`config.mk`:
```
export PLATFORM = sky130hd
export DESIGN_NAME = i2c_target_regs
export DESIGN_NICKNAME = d
export VERILOG_FILES = /design/src/rtl/i2c_pkg.sv /design/src/rtl/i2c_line_sync.sv /design/src/rtl/i2c_target_regs.sv
export SDC_FILE = /design/constraint.sdc
export NUM_CORES = 1
export LEC_CHECK = 0
export CAP_MARGIN = 20
export CORE_MARGIN = 1.5
export CORE_UTILIZATION = 35
export CTS_CLUSTER_SIZE = 40
export DETAILED_ROUTE_END_ITERATION = 8
export PLACE_DENSITY_LB_ADDON = 0.15
export SLEW_MARGIN = 20
export SYNTH_ARGS = -nofsm -noshare
export SYNTH_HDL_FRONTEND = slang
export SYNTH_SLANG_ARGS = --single-unit
```
`constraint.sdc`:
```
create_clock -name clk -period 6.9 [get_ports clk]
set_input_delay 1.38 -clock clk [delete_from_list [all_inputs] [get_ports clk]]
set_output_delay 1.38 -clock clk [all_outputs]
set_load 0.01 [all_outputs]
```
`src/rtl/i2c_pkg.sv`:
```
// Shared FSM state encoding and bus-level constants for the I2C register target.
package i2c_pkg;

    typedef enum logic [3:0] {
        IDLE,
        ADDR,
        ADDR_ACK,
        PTR,
        PTR_ACK,
        WDATA,
        WDATA_ACK,
        RDATA,
        RDATA_ACK,
        IGNORE
    } i2c_state_e;

    localparam logic I2C_ACK  = 1'b0;
    localparam logic I2C_NACK = 1'b1;

endpackage

```
`src/rtl/i2c_line_sync.sv`:
```
// Synchronizes the raw SCL/SDA bus levels and derives the SCL edge and
// START/STOP condition strobes used by the target FSM.
module i2c_line_sync #(
    parameter int SYNC_STAGES = 2
) (
    input  logic clk,
    input  logic rst,
    input  logic scl_i,
    input  logic sda_i,
    output logic sda_o,
    output logic scl_rise_o,
    output logic scl_fall_o,
    output logic start_o,
    output logic stop_o
);

    logic [SYNC_STAGES-1:0] scl_sync_q;
    logic [SYNC_STAGES-1:0] sda_sync_q;
    logic                   scl_hist_q;
    logic                   sda_hist_q;
    logic                   scl_s;
    logic                   sda_s;

    assign scl_s = scl_sync_q[SYNC_STAGES-1];
    assign sda_s = sda_sync_q[SYNC_STAGES-1];

    // NOTE: non-blocking assignments make every stage sample its pre-edge
    // neighbour, so the chain really is SYNC_STAGES flops deep.
    always_ff @(posedge clk) begin
        if (rst) begin
            scl_sync_q <= '1;
            sda_sync_q <= '1;
            scl_hist_q <= 1'b1;
            sda_hist_q <= 1'b1;
        end else begin
            scl_sync_q <= {scl_sync_q[SYNC_STAGES-2:0], scl_i};
            sda_sync_q <= {sda_sync_q[SYNC_STAGES-2:0], sda_i};
            scl_hist_q <= scl_s;
            sda_hist_q <= sda_s;
        end
    end

    // SCL must be high on both sides of the SDA transition to qualify.
    assign sda_o      = sda_s;
    assign scl_rise_o = scl_s & ~scl_hist_q;
    assign scl_fall_o = ~scl_s & scl_hist_q;
    assign start_o    = scl_s & scl_hist_q & sda_hist_q & ~sda_s;
    assign stop_o     = scl_s & scl_hist_q & ~sda_hist_q & sda_s;

endmodule

```
`src/rtl/i2c_target_regs.sv`:
```
// I2C target exposing an 8-bit register file with an auto-incrementing
// pointer: write [addr|0, ptr, data...], read [addr|1, data...].
module i2c_target_regs
    import i2c_pkg::*;
#(
    parameter logic [6:0] TARGET_ADDR = 7'h50,
    parameter int         NUM_REGS    = 16,
    parameter int         SYNC_STAGES = 2
) (
    input  logic                        clk,
    input  logic                        rst,
    input  logic                        scl_in,
    input  logic                        sda_in,
    output logic                        sda_drive_out,
    output logic                        busy,
    output logic                        wr_pulse,
    output logic [$clog2(NUM_REGS)-1:0] wr_index,
    output logic [7:0]                  wr_data,
    input  logic [$clog2(NUM_REGS)-1:0] dbg_index,
    output logic [7:0]                  dbg_data
);

    localparam int IW = $clog2(NUM_REGS);

    logic sda_s, scl_rise, scl_fall, start_det, stop_det;

    i2c_line_sync #(.SYNC_STAGES(SYNC_STAGES)) u_line_sync (
        .clk        (clk),
        .rst        (rst),
        .scl_i      (scl_in),
        .sda_i      (sda_in),
        .sda_o      (sda_s),
        .scl_rise_o (scl_rise),
        .scl_fall_o (scl_fall),
        .start_o    (start_det),
        .stop_o     (stop_det)
    );

    i2c_state_e    state_q, state_d;
    logic [2:0]    bit_cnt_q, bit_cnt_d;
    logic          full_q, full_d;
    logic [7:0]    shift_q, shift_d;
    logic [7:0]    tx_q, tx_d;
    logic [IW-1:0] ptr_q, ptr_d;
    logic          rw_q, rw_d;
    logic          sda_q, sda_d;
    logic          busy_q, busy_d;
    logic          wr_pulse_q, wr_pulse_d;
    logic [IW-1:0] wr_index_q, wr_index_d;
    logic [7:0]    wr_data_q, wr_data_d;
    logic          reg_we;
    logic [7:0]    regs_q [NUM_REGS];
    logic [7:0]    cur_byte;

    assign cur_byte = regs_q[ptr_q];

    // NOTE: every output of this block gets a default first, so no path
    // can leave one unassigned and infer a latch.
    always_comb begin
        state_d    = state_q;
        bit_cnt_d  = bit_cnt_q;
        full_d     = full_q;
        shift_d    = shift_q;
        tx_d       = tx_q;
        ptr_d      = ptr_q;
        rw_d       = rw_q;
        sda_d      = sda_q;
        busy_d     = busy_q;
        wr_pulse_d = 1'b0;
        wr_index_d = wr_index_q;
        wr_data_d  = wr_data_q;
        reg_we     = 1'b0;

        if (scl_rise) begin
            shift_d = {shift_q[6:0], sda_s};
            if (state_q inside {ADDR, PTR, WDATA, RDATA}) begin
                bit_cnt_d = bit_cnt_q + 3'd1;
                full_d    = (bit_cnt_q == 3'd7);
            end
        end

        // Bytes complete on the 8th rise; all SDA changes wait for the next fall.
        if (scl_fall) begin
            case (state_q)
                ADDR: if (full_q) begin
                    full_d = 1'b0;
                    if (shift_q[7:1] == TARGET_ADDR) begin
                        state_d = ADDR_ACK;
                        sda_d   = I2C_ACK;
                        busy_d  = 1'b1;
                        rw_d    = shift_q[0];
                    end else begin
                        state_d = IGNORE;
                        sda_d   = I2C_NACK;
                    end
                end
                ADDR_ACK: begin
                    bit_cnt_d = 3'd0;
                    full_d    = 1'b0;
                    if (rw_q) begin
                        state_d = RDATA;
                        sda_d   = cur_byte[7];
                        tx_d    = {cur_byte[6:0], 1'b0};
                    end else begin
                        state_d = PTR;
                        sda_d   = 1'b1;
                    end
                end
                PTR: if (full_q) begin
                    full_d  = 1'b0;
                    ptr_d   = shift_q[IW-1:0];
                    state_d = PTR_ACK;
                    sda_d   = I2C_ACK;
                end
                PTR_ACK, WDATA_ACK: begin
                    state_d   = WDATA;
                    sda_d     = 1'b1;
                    bit_cnt_d = 3'd0;
                    full_d    = 1'b0;
                end
                WDATA: if (full_q) begin
                    full_d     = 1'b0;
                    reg_we     = 1'b1;
                    wr_pulse_d = 1'b1;
                    wr_index_d = ptr_q;
                    wr_data_d  = shift_q;
                    ptr_d      = ptr_q + IW'(1);
                    state_d    = WDATA_ACK;
                    sda_d      = I2C_ACK;
                end
                RDATA: begin
                    if (full_q) begin
                        full_d  = 1'b0;
                        sda_d   = 1'b1;
                        ptr_d   = ptr_q + IW'(1);
                        state_d = RDATA_ACK;
                    end else begin
                        sda_d = tx_q[7];
                        tx_d  = {tx_q[6:0], 1'b0};
                    end
                end
                RDATA_ACK: begin
                    bit_cnt_d = 3'd0;
                    full_d    = 1'b0;
                    if (shift_q[0] == I2C_ACK) begin
                        state_d = RDATA;
                        sda_d   = cur_byte[7];
                        tx_d    = {cur_byte[6:0], 1'b0};
                    end else begin
                        state_d = IGNORE;
                        sda_d   = I2C_NACK;
                    end
                end
                default: ;
            endcase
        end

        if (start_det) begin
            state_d   = ADDR;
            bit_cnt_d = 3'd0;
            full_d    = 1'b0;
            sda_d     = 1'b1;
            busy_d    = 1'b0;
        end else if (stop_det) begin
            state_d = IDLE;
            sda_d   = 1'b1;
            busy_d  = 1'b0;
        end
    end

    always_ff @(posedge clk) begin
        if (rst) begin
            state_q    <= IDLE;
            bit_cnt_q  <= 3'd0;
            full_q     <= 1'b0;
            shift_q    <= 8'h00;
            tx_q       <= 8'h00;
            ptr_q      <= '0;
            rw_q       <= 1'b0;
            sda_q      <= 1'b1;
            busy_q     <= 1'b0;
            wr_pulse_q <= 1'b0;
            wr_index_q <= '0;
            wr_data_q  <= 8'h00;
        end else begin
            state_q    <= state_d;
            bit_cnt_q  <= bit_cnt_d;
            full_q     <= full_d;
            shift_q    <= shift_d;
            tx_q       <= tx_d;
            ptr_q      <= ptr_d;
            rw_q       <= rw_d;
            sda_q      <= sda_d;
            busy_q     <= busy_d;
            wr_pulse_q <= wr_pulse_d;
            wr_index_q <= wr_index_d;
            wr_data_q  <= wr_data_d;
        end
    end

    // NOTE: the register file is cleared on reset because hosts rely on a
    // known all-zero image; this forces flops rather than a RAM macro.
    always_ff @(posedge clk) begin
        if (rst) begin
            for (int i = 0; i < NUM_REGS; i++) regs_q[i] <= 8'h00;
        end else if (reg_we) begin
            regs_q[ptr_q] <= shift_q;
        end
    end

    assign sda_drive_out = sda_q;
    assign busy          = busy_q;
    assign wr_pulse      = wr_pulse_q;
    assign wr_index      = wr_index_q;
    assign wr_data       = wr_data_q;
    assign dbg_data      = regs_q[dbg_index];

endmodule

```
[Word level (Yosys, flattened, before mapping)]
Memory sizes are Yosys's and may differ from the RTL's. A register that Yosys moved wholly into a read port is not among the register bits.
Index checks and enable logic that the tools add are counted.
Storage, ports and cells
  register bits after elaboration: 50
  RAM bits: 128
  output and inout port bits: 23
  memories kept: 1
Memory list
  regs_q: words 16, bits a word 8, read ports 2, clocked after Yosys merged registers in 1, write ports 16, line i2c_target_regs.sv:52  | logic [7:0] regs_q [NUM_REGS];
Cells by class
  $add $sub $neg: 2
  equal/unequal tests: 23
  mux-type cells: 47
  bitwise gates (word level): 11
  reduce and logical (&&, ||, !) cells: 22
Operator list (count)
  two-way mux 4 bit: 11
  two-way mux 8 bit: 4
  case mux 4 bit (7 select lines): 1
  case mux 8 bit (3 select lines): 1
  two-way mux 1 bit: 22
  equality test 4 x 3 -> 1 bit (second input constant): 4
  != test 4 bit (second input constant): 4
  two-way mux 3 bit: 5
  != test 2 bit (second input constant): 7
  AND reduction 4 bit: 3
  AND reduction 6 bit: 2
  nonzero test 9 bit: 1
  equality test 4 x 2 -> 1 bit (second input constant): 2
  case mux 4 bit (2 select lines): 1
  OR reduction 2 bit: 4
  OR reduction 4 bit: 2
  OR reduction 8 bit: 1
  AND 1 bit: 7
  equality test 7 bit (second input constant): 1
  nonzero test 7 bit: 1
  case mux 1 bit (6 select lines): 1
  nonzero test 3 bit: 2
  nonzero test 6 bit: 1
  AND reduction 5 bit: 1
  12 further kinds: 16

[Longest topological paths before layout]
Gate-level depths: netlist of run 1.
  depth in word-level cells: 8
  mapped depth: 7
  depth with buffers taken out: 5

[Cells and area by module]
A second synthesis of run 1 with hierarchy kept.
Second synthesis, totals
  cells, all modules: 736
  area, all modules: 9255.1 um2
By module, submodules not included
  i2c_target_regs: instances 1, cells an instance 720, area each 9064.9 um2
  i2c_line_sync: instances 1, cells an instance 16, area each 190.2 um2

[Least setup slack after synthesis of run 1]
Ideal clock, no wire load.
  path type: in2out
  start: in dbg_index[0]
  end: out dbg_data[0]
  arrival time: 2.746 ns
  data required time: 5.520 ns
  path slack: 2.774 ns
  cell stages on the path: 4
  path buffers: 2
  cells stage by stage: buf_2 buf_4 mux4_2 mux4_2
Between the ends
  longest elaborated chain between the ends: 1
Ends and longest elaborated chain
  from (decl): line i2c_target_regs.sv:19  | input logic [$clog2(NUM_REGS)-1:0] dbg_index,
  memory (16 x 8 bit)
  to (decl): line i2c_target_regs.sv:20  | output logic [7:0] dbg_data
Every way passes these cells.

[Worst setup path in the final report of run 1]
  start: in dbg_index[1]
  end: out dbg_data[4]
The elaborated chain is that of the path after synthesis.

==> results of run 1 <==
cells in the mapped netlist (all sizes together), types with 2 or more instances:
cell and count:
a311oi 2, o31ai 2, nor3b 6, a2bb2oi 2, and2b 2, and3 3
and2 131, clkbuf 28, nand2 51, nand4 2, nor2b 9, or2 23
o211ai 5, edfxtp 128, xor2 2, ha 6, dfxtp 53, nand2b 6
mux4 70, inv 4, nor3 11, xnor2 2, o21a 2, nor4bb 2
o21ai 3, buf 31, a22oi 12, a211oi 9, nand3b 7, nand3 11
a21oi 44, mux2i 13, and4 2, nor2 34
power breakdown:
part	switching, W	internal, W
Sequential	0.0000256	0.00119
Combinational	0.0000601	0.0000631
Clock	0.000452	0.000478
per-stage QoR:
stage          power, W  setup slack, ps
3_5_place_dp    0.00136             1630
4_1_cts         0.00228             1630
3_3_place_gp    0.00136             1690
2_1_floorplan   0.00131             2770
6_report        0.00227             1870
5_1_grt         0.00234             1790
final timing paths:
check                                                from                        end  slack, ps  cells past startpoint
worst max-delay path                         dbg_index[1]                dbg_data[4]       1870                      5
worst min-delay path            u_line_sync.sda_sync_q[0]  u_line_sync.sda_sync_q[1]        410                      1
worst max register to register     u_line_sync.scl_hist_q               regs_q[4][0]       3600                      5
worst min register to register  u_line_sync.sda_sync_q[0]  u_line_sync.sda_sync_q[1]        410                      1
cells by family after synthesis:
| logic type | count (synthesis) | synth area share [%] |
|---|---|---|
| xor gates and xnor gates | 4 | 0.375 |
| AOI/OAI and AO/OA | 88 | 5.96 |
| adders and majority gates | 6 | 0.804 |
| DFF | 181 | 52.5 |
| muxes | 84 | 18.4 |
| buffers and inverters | 63 | 3.19 |
| and+or+nand+nor | 303 | 18.8 |
area by class of cell:
type                            instances  area [um2]  share of cell area (%)
Clock buffer                           19         437                    4.22
Timing Repair Buffer                   34         323                    3.12
Inverter                                4        15.0                   0.145
Multi-Input combinational cell        485        4140                    40.0
Tap cell                              335         419                    4.05
Clock inverter                         13         114                    1.10
Sequential cell                       181        4910                    47.4
cells in the final DEF, fill, tap and decap left out, types with 3 or more instances in the layout:
cell type / n
and2_1: 131
edfxtp_1: 128
mux4_2: 70
dfxtp_1: 52
nand2_1: 51
a21oi_1: 44
nor2_1: 33
clkdlybuf4s50_1: 28
or2_2: 22
clkbuf_16: 17
mux2i_1: 13
a22oi_1: 12
nand3_1: 11
nor2b_1: 9
a211oi_1: 9
nor3_1: 8
nand3b_1: 6
nand2b_1: 6
ha_1: 6
o211ai_1: 5
buf_4: 5
inv_1: 4
nor3b_1: 4
inv_6: 4
clkinv_4: 4
nor3_2: 3
inv_8: 3
flip-flops by register name, summed over array words and instances, names as in the netlist, named ones only:
signal,flops
wr_index,4
tx_q,7
u_line_sync.sda_hist_q,1
ptr_q,4
u_line_sync.scl_hist_q,1
rw_q,1
shift_q,8
bit_cnt_q,3
state_q,4
wr_data,8
u_line_sync.sda_sync_q,2
busy,1
u_line_sync.scl_sync_q,2
wr_pulse,1
full_q,1
regs_q,128
sda_drive_out,1
metal layers:
layer	up-vias	wire length [um]	global-route usage, %
met5	-	0	0
met4	0	245	3.99
met3	17	2000	5.58
met2	226	11300	28.1
met1	3015	11600	26.9
li1	2688	-	-
worst max-delay path, stage by stage:
cell and delay, ps:
clkdlybuf4s50_1 460, buf_4 400, mux4_2 380, mux4_2 510, clkdlybuf4s50_1 500
==> flow_metrics.tcl, run 1 <==
set metrics [dict create \
    skew_ps 17.5 \
    required_ps 5520 \
    maxCapViolCount 0 \
    status "complete, no violations" \
    dpl.hpwl_um 17800 \
    synth_seq_area_share_pct 52.5 \
    synth_edf_count 128 \
    setup_viol 0 \
    synth_area_leaders "edfxtp_1 41%, mux4_2 17%, dfxtp_1 11%" \
    tightest_slew_ps 1040 \
    fin_crit_sh_pct 73.0 \
    cts_tree "built" \
    fp.dieW_um 166 \
    critPathCaptureType "primary output" \
    grt_pass1_wl_um 38200 \
    fin_area_um2 10400 \
    peakVddDrop_mv 0.127 \
    rsz0062_at_grt "false" \
    ant_nets 0 \
    clock_sinks 181 \
    final_layout_size_suffix_gt1_share_pct 19.4 \
    whs_ps 412 \
    rows 59 \
    io_pins 31 \
    antenna_cells 0 \
    antenna_found_initial 0 \
    slew_violations 0 \
    fmax_mhz 199 \
    grt_pass1_vias 5857 \
    vias_per_cell 5.55 \
    crit_type "in -> out" \
    synth_seq_cells 181 \
    wl_um 25100 \
    fp.dieH_um 166 \
    hold_class "reg -> reg" \
    slew_headroom_pct 30.1 \
    num_vias 5946 \
    cts_buffer_depth 2 \
    portBuffers 30 \
    core_area_um2 26100 \
    clk_latency_ps 440 \
    setup_tns_ps 0 \
    power.density_nw_per_um2 219 \
    grt.total_usage_pct 18.8 \
    overflow 0 \
    netlist_instances 729 \
    p_leak_nw 3.42 \
    cts-htree-levels 4 \
    place_area_um2 9800 \
    start_util_pct 35.7 \
    wl_per_cell_um 23.5 \
    start_kind "primary input" \
    cts-hold-fix-buffers 0 \
    synth_cell_types 56 \
    numCtsBuffers 17 \
    post_cts_resized 0 \
    finish.utilization_pct 39.6 \
    fill_cells 2461 \
    dieArea_um2 27700 \
    gp_congestion 0.902 \
    area_delta_synth_final_pct 10.8 \
    yosys.area.top_type "edfxtp_1" \
    syn_area_per_cell_um2 12.8 \
    grt_max_degree 62 \
    synthArstFlopShare_pct 0 \
    synth_top_area_share_pct 41.1 \
    worstPathMaxFanout 32 \
    hold_violations 0 \
    firstDrtPassIters 5 \
    final_cells 1071 \
    post_cts_buffers 0 \
    critPathArrivalTime_ps 3650 \
    drc 0 \
    syn_nets 743 \
    clk_pin_slew_ps 70 \
    ys.flop_type "edfxtp_1" \
    drt_iter0_markers 548 \
    period_needed_ps 5030 \
    fin_nets 737 \
    ys_warn_count 0 \
    cts-root-buf "clkbuf_16" \
    dp_cells 1039 \
    synthesis.area_um2 9340 \
]
Power figures use the tool's default switching activity.
==> run 2: changes to the inputs <==
==> constraint.sdc (replaced) <==
create_clock -name clk -period 4.85 [get_ports clk]
set_input_delay 0.97 -clock clk [delete_from_list [all_inputs] [get_ports clk]]
set_output_delay 0.97 -clock clk [all_outputs]
set_load 0.01 [all_outputs]
==> run 2 against run 1 <==
  * Die area stayed put
  * First-iteration DRC count increased by 39%
  * Register-to-register slack lost 1600 ps
  * Sequential share of layout area decreased by 0.48 points
  * Worst hold slack is essentially flat
  * Combinational power rose by 42%
  * Global-route usage rose by 1.1 points
  * Setup slack worse by 1200 ps
  * Wire length rose by 6.1%
  * Critical path type unchanged
  * Clock power is 54% higher
  * Largest power group unchanged
==> flow_metrics.tcl, run 2 (synthesized netlist as in run 1, its figures left out) <==
set metrics [dict create \
    largest_register_ffs 128 \
    post_cts_buffers 0 \
    io_pins 31 \
    cts-hold-fix-buffers 0 \
    tightest_slew_ps 1180 \
    combPwrFrac_pct 5.2 \
    clk_latency_ps 430 \
    core_area_um2 26100 \
    clk_pin_slew_ps 70 \
    ant_nets 0 \
    skew_ps 10.2 \
    cp_top_family "buffers and inverters" \
    fmax_mhz 240 \
    start_util_pct 35.7 \
    crit_path_cell_trace "clkdlybuf4s50_1 -> buf_4 -> mux4_2 -> mux4_2 -> clkdlybuf4s50_1" \
    fill_cells 2487 \
    hold_class "reg -> reg" \
    p_int_w 0.00260 \
    fin_nets 743 \
    cts_tree "built" \
    setup_viol 0 \
    critPathArrivalTime_ps 3210 \
    cts-htree-levels 4 \
    rows 59 \
    start_kind "primary input" \
    grt.total_usage_pct 19.9 \
    worstPathMaxFanout 32 \
    power_switching_w 0.000743 \
    dieArea_um2 27700 \
    wl_per_cell_um 24.8 \
    dpl.hpwl_um 19000 \
    area_delta_synth_final_pct 12.0 \
    status "complete, no violations" \
    mostFrequentLayoutCells "131 x and2_1, 128 x edfxtp_1, 70 x mux4_2, 52 x dfxtp_1, 51 x nand2_1" \
    rsz0062_at_grt "false" \
    setup_tns_ps 0 \
    power.density_nw_per_um2 319 \
    finish.utilization_pct 40.0 \
    crit_type "in -> out" \
    wl_um 26700 \
    fp.dieH_um 166 \
    overflow 0 \
    antenna_cells 0 \
    final_layout_size_suffix_gt1_share_pct 19.9 \
    cts-root-buf "clkbuf_16" \
    final_common_cell "and2_1" \
    cpMaxStageDelayCell "mux4_2" \
    clockPowerShare_pct 42.9 \
    drc 0 \
    fin_crit_sh_pct 86.1 \
    hold_violations 0 \
    power_frac_seq_pct 51.9 \
    dp_cells 1045 \
    setup_ws_ps 675 \
    portBuffers 30 \
    antenna_found_initial 1 \
    period_needed_ps 4180 \
    num_vias 6104 \
    numCtsBuffers 17 \
    fp.dieW_um 166 \
    place_area_um2 9860 \
    grt_pass1_vias 5891 \
    gp_congestion 0.966 \
    p_leak_nw 3.46 \
    place_ws_ps 687 \
    cts_buffer_depth 2 \
    firstDrtPassIters 5 \
    grt_max_degree 33 \
    grt_pass1_wl_um 39800 \
    drt_iter0_markers 759 \
    p_sw_share_pct 22.3 \
    regMostFlops "regs_q" \
    slew_headroom_pct 20.9 \
    peakVddDrop_mv 0.175 \
    fin_area_um2 10500 \
    critPathCaptureType "primary output" \
    clock_sinks 181 \
    post_cts_resized 0 \
    vias_per_cell 5.67 \
    max_stage_delay_ps 510 \
    crit_buf_inv 3 \
    required_ps 3880 \
    maxCapViolCount 0 \
    slew_violations 0 \
    final_cells 1077 \
]
## run 2: cell count changes in the layout (fill, tap and decap cells not counted), sizes merged
cell / before / now
clkinv: 6 / 3
bufinv: 0 / 3
clkinvlp: 0 / 4
inv: 11 / 9
buf: 6 / 12
clkbuf: 19 / 17
## run 2: path summary, 6_finish.rpt
path                                                start                        end  slack [ps]  cells after the start
worst max-delay path                         dbg_index[1]                dbg_data[7]         670                      5
worst min-delay path            u_line_sync.sda_sync_q[0]  u_line_sync.sda_sync_q[1]         410                      1
worst max register to register     u_line_sync.scl_hist_q               regs_q[4][7]        2000                      5
worst min register to register  u_line_sync.sda_sync_q[0]  u_line_sync.sda_sync_q[1]         410                      1
## run 2: routing by layer
layer	up-vias	share of wire, %	GRT usage (%)
met2	288	45	30.0
met4	0	2.2	6.60
met3	42	7.6	4.46
met5	-	0	0
li1	2694	-	-
met1	3080	45	28.4
## run 2: power groups by stage
stage / clock network, W / registers [W] / logic (W)
floorplan: 0 / 0.00173 / 0.000126
global placement: 0 / 0.00177 / 0.000172
detailed placement: 0 / 0.00176 / 0.000176
CTS: 0.00146 / 0.00173 / 0.000177
global route: 0.00152 / 0.00173 / 0.000186
finish: 0.00143 / 0.00173 / 0.000175
## run 2: cell type report
class | instances | area [um2] | share of cell area, %
tap | 335 | 419 | 4.01
inverter | 4 | 15.0 | 0.144
clock inverter | 15 | 176 | 1.69
clock buffer | 17 | 425 | 4.07
multi-input combinational | 485 | 4140 | 39.6
sequential | 181 | 4910 | 46.9
timing repair buffer | 40 | 378 | 3.61
## run 2: through the flow
step	power, W	hold slack (ps)
after global routing	0.00344	429
final	0.00334	411
after CTS	0.00337	415
after floorplan	0.00186	389
after global placement	0.00194	400
after detailed placement	0.00194	398
==> run 3: changes to the inputs <==
--- a/config.mk
+++ b/config.mk
@@ -6,11 +6,14 @@
 export NUM_CORES = 1
 export LEC_CHECK = 0
 export CAP_MARGIN = 20
+export CELL_PAD_IN_SITES_DETAIL_PLACEMENT = 0
+export CELL_PAD_IN_SITES_GLOBAL_PLACEMENT = 1
 export CORE_MARGIN = 1.5
 export CORE_UTILIZATION = 35
 export CTS_CLUSTER_SIZE = 40
 export DETAILED_ROUTE_END_ITERATION = 8
 export PLACE_DENSITY_LB_ADDON = 0.15
+export SETUP_SLACK_MARGIN = 0.4
 export SLEW_MARGIN = 20
 export SYNTH_ARGS = -nofsm -noshare
 export SYNTH_HDL_FRONTEND = slang
==> run 3 against run 2 <==
  * Global-route usage is 0.98 points lower
  * Combinational power hardly changed
  * Fmax is 0.61% lower
  * Via count is 2.1% lower
  * Critical path type unchanged
  * Largest cell class unchanged
  * Largest power group unchanged
==> flow_metrics.tcl, run 3 (synthesized netlist as in run 1, its figures left out) <==
set metrics [dict create \
    worstPathMaxFanout 32 \
    clk_pin_slew_ps 70 \
    power.density_nw_per_um2 315 \
    portBuffers 30 \
    hp-start "u_line_sync.scl_sync_q[0]" \
    setup_viol 0 \
    skew_ps 15.1 \
    cts-htree-levels 4 \
    rsz0062_at_grt "false" \
    hold_class "reg -> reg" \
    critPathCaptureType "primary output" \
    fill_cells 2456 \
    drt_iter0_markers 490 \
    drc 0 \
    tightest_slew_ps 1050 \
    cts-hold-fix-buffers 0 \
    final_layout_size_suffix_gt1_share_pct 19.8 \
    vias_per_cell 5.55 \
    fp.dieW_um 166 \
    dpl.hpwl_um 18500 \
    place_area_um2 9860 \
    critPathLaunch "dbg_index[1]" \
    dp_cells 1045 \
    setup_tns_ps 0 \
    mostFrequentLayoutCells "131 x and2_1, 128 x edfxtp_1, 70 x mux4_2, 52 x dfxtp_1, 51 x nand2_1" \
    io_pins 31 \
    wl_per_cell_um 23.6 \
    post_cts_buffers 0 \
    wl_um 25400 \
    cts_tree "built" \
    required_ps 3880 \
    grt_pass1_vias 5887 \
    gp_congestion 0.847 \
    ant_nets 0 \
    numCtsBuffers 17 \
    antenna_cells 0 \
    period_needed_ps 4200 \
    grt_max_degree 34 \
    area_delta_synth_final_pct 11.7 \
    hold_violations 0 \
    slew_headroom_pct 30.2 \
    maxCapViolCount 0 \
    fp.dieH_um 166 \
    fin_area_um2 10400 \
    fin_nets 743 \
    largest_register_ffs 128 \
    multi_input_area_um2 4140 \
    status "complete, no violations" \
    fin_crit_sh_pct 86.6 \
    start_util_pct 35.7 \
    num_vias 5976 \
    overflow 0 \
    grt.total_usage_pct 18.9 \
    rows 59 \
    whs_ps 414 \
    crit_type "in -> out" \
    cts_buffer_depth 2 \
    place_ws_ps 655 \
    clock_sinks 181 \
    antenna_found_initial 0 \
    r2r-start "u_line_sync.scl_hist_q" \
    grt_pass1_wl_um 38200 \
    p_leak_nw 3.47 \
    post_cts_resized 0 \
    seq_area_um2 4910 \
    regMostFlops "regs_q" \
    slew_violations 0 \
    setup_ws_ps 649 \
    peakVddDrop_mv 0.235 \
    final_common_cell "and2_1" \
    core_area_um2 26100 \
    final_cells 1077 \
    firstDrtPassIters 5 \
    cts-root-buf "clkbuf_16" \
    critPathArrivalTime_ps 3230 \
    clk_latency_ps 430 \
    fmax_mhz 238 \
    start_kind "primary input" \
    dieArea_um2 27700 \
]
run 3: worst paths after layout:
check             slack (ps)                         to  cells after the start
setup / recovery         650                dbg_data[7]                      5
hold / removal           410  u_line_sync.scl_sync_q[1]                      1
setup reg to reg        1860               regs_q[4][4]                      5
hold reg to reg          410  u_line_sync.scl_sync_q[1]                      1
run 3: worst max-delay path: stages:
cell	delay [ps]
clkdlybuf4s50_1	480
buf_4	390
mux4_2	370
mux4_2	510
clkdlybuf4s50_1	500
run 3: per-stage QoR:
step	util, %	total power [W]
after floorplan	-	0.00186
after global placement	37.7	0.00193
after detailed placement	37.7	0.00194
after CTS	39.9	0.00331
after global routing	39.9	0.00338
final	39.9	0.00329
run 3: routing by layer:
layer,track usage (%),part of all wire [%]
met1,28.1,47
met3,3.41,6.6
met5,0,0
met2,28.4,45
met4,5.18,1.8
run 3: area by class of cell:
| type | count | share of cell area (%) |
|---|---|---|
| Inverter | 4 | 0.144 |
| Clock buffer | 21 | 4.31 |
| Sequential cell | 181 | 47.0 |
| Clock inverter | 11 | 1.23 |
| Multi-Input combinational cell | 485 | 39.6 |
| Timing Repair Buffer | 40 | 3.62 |
| Tap cell | 335 | 4.02 |
run 3: power breakdown:
part / leakage [nW] / switching, W / internal [W]
clock network: 0.290 / 0.000624 / 0.000763
logic: 1.43 / 0.0000820 / 0.0000919
registers: 1.75 / 0.0000386 / 0.00169
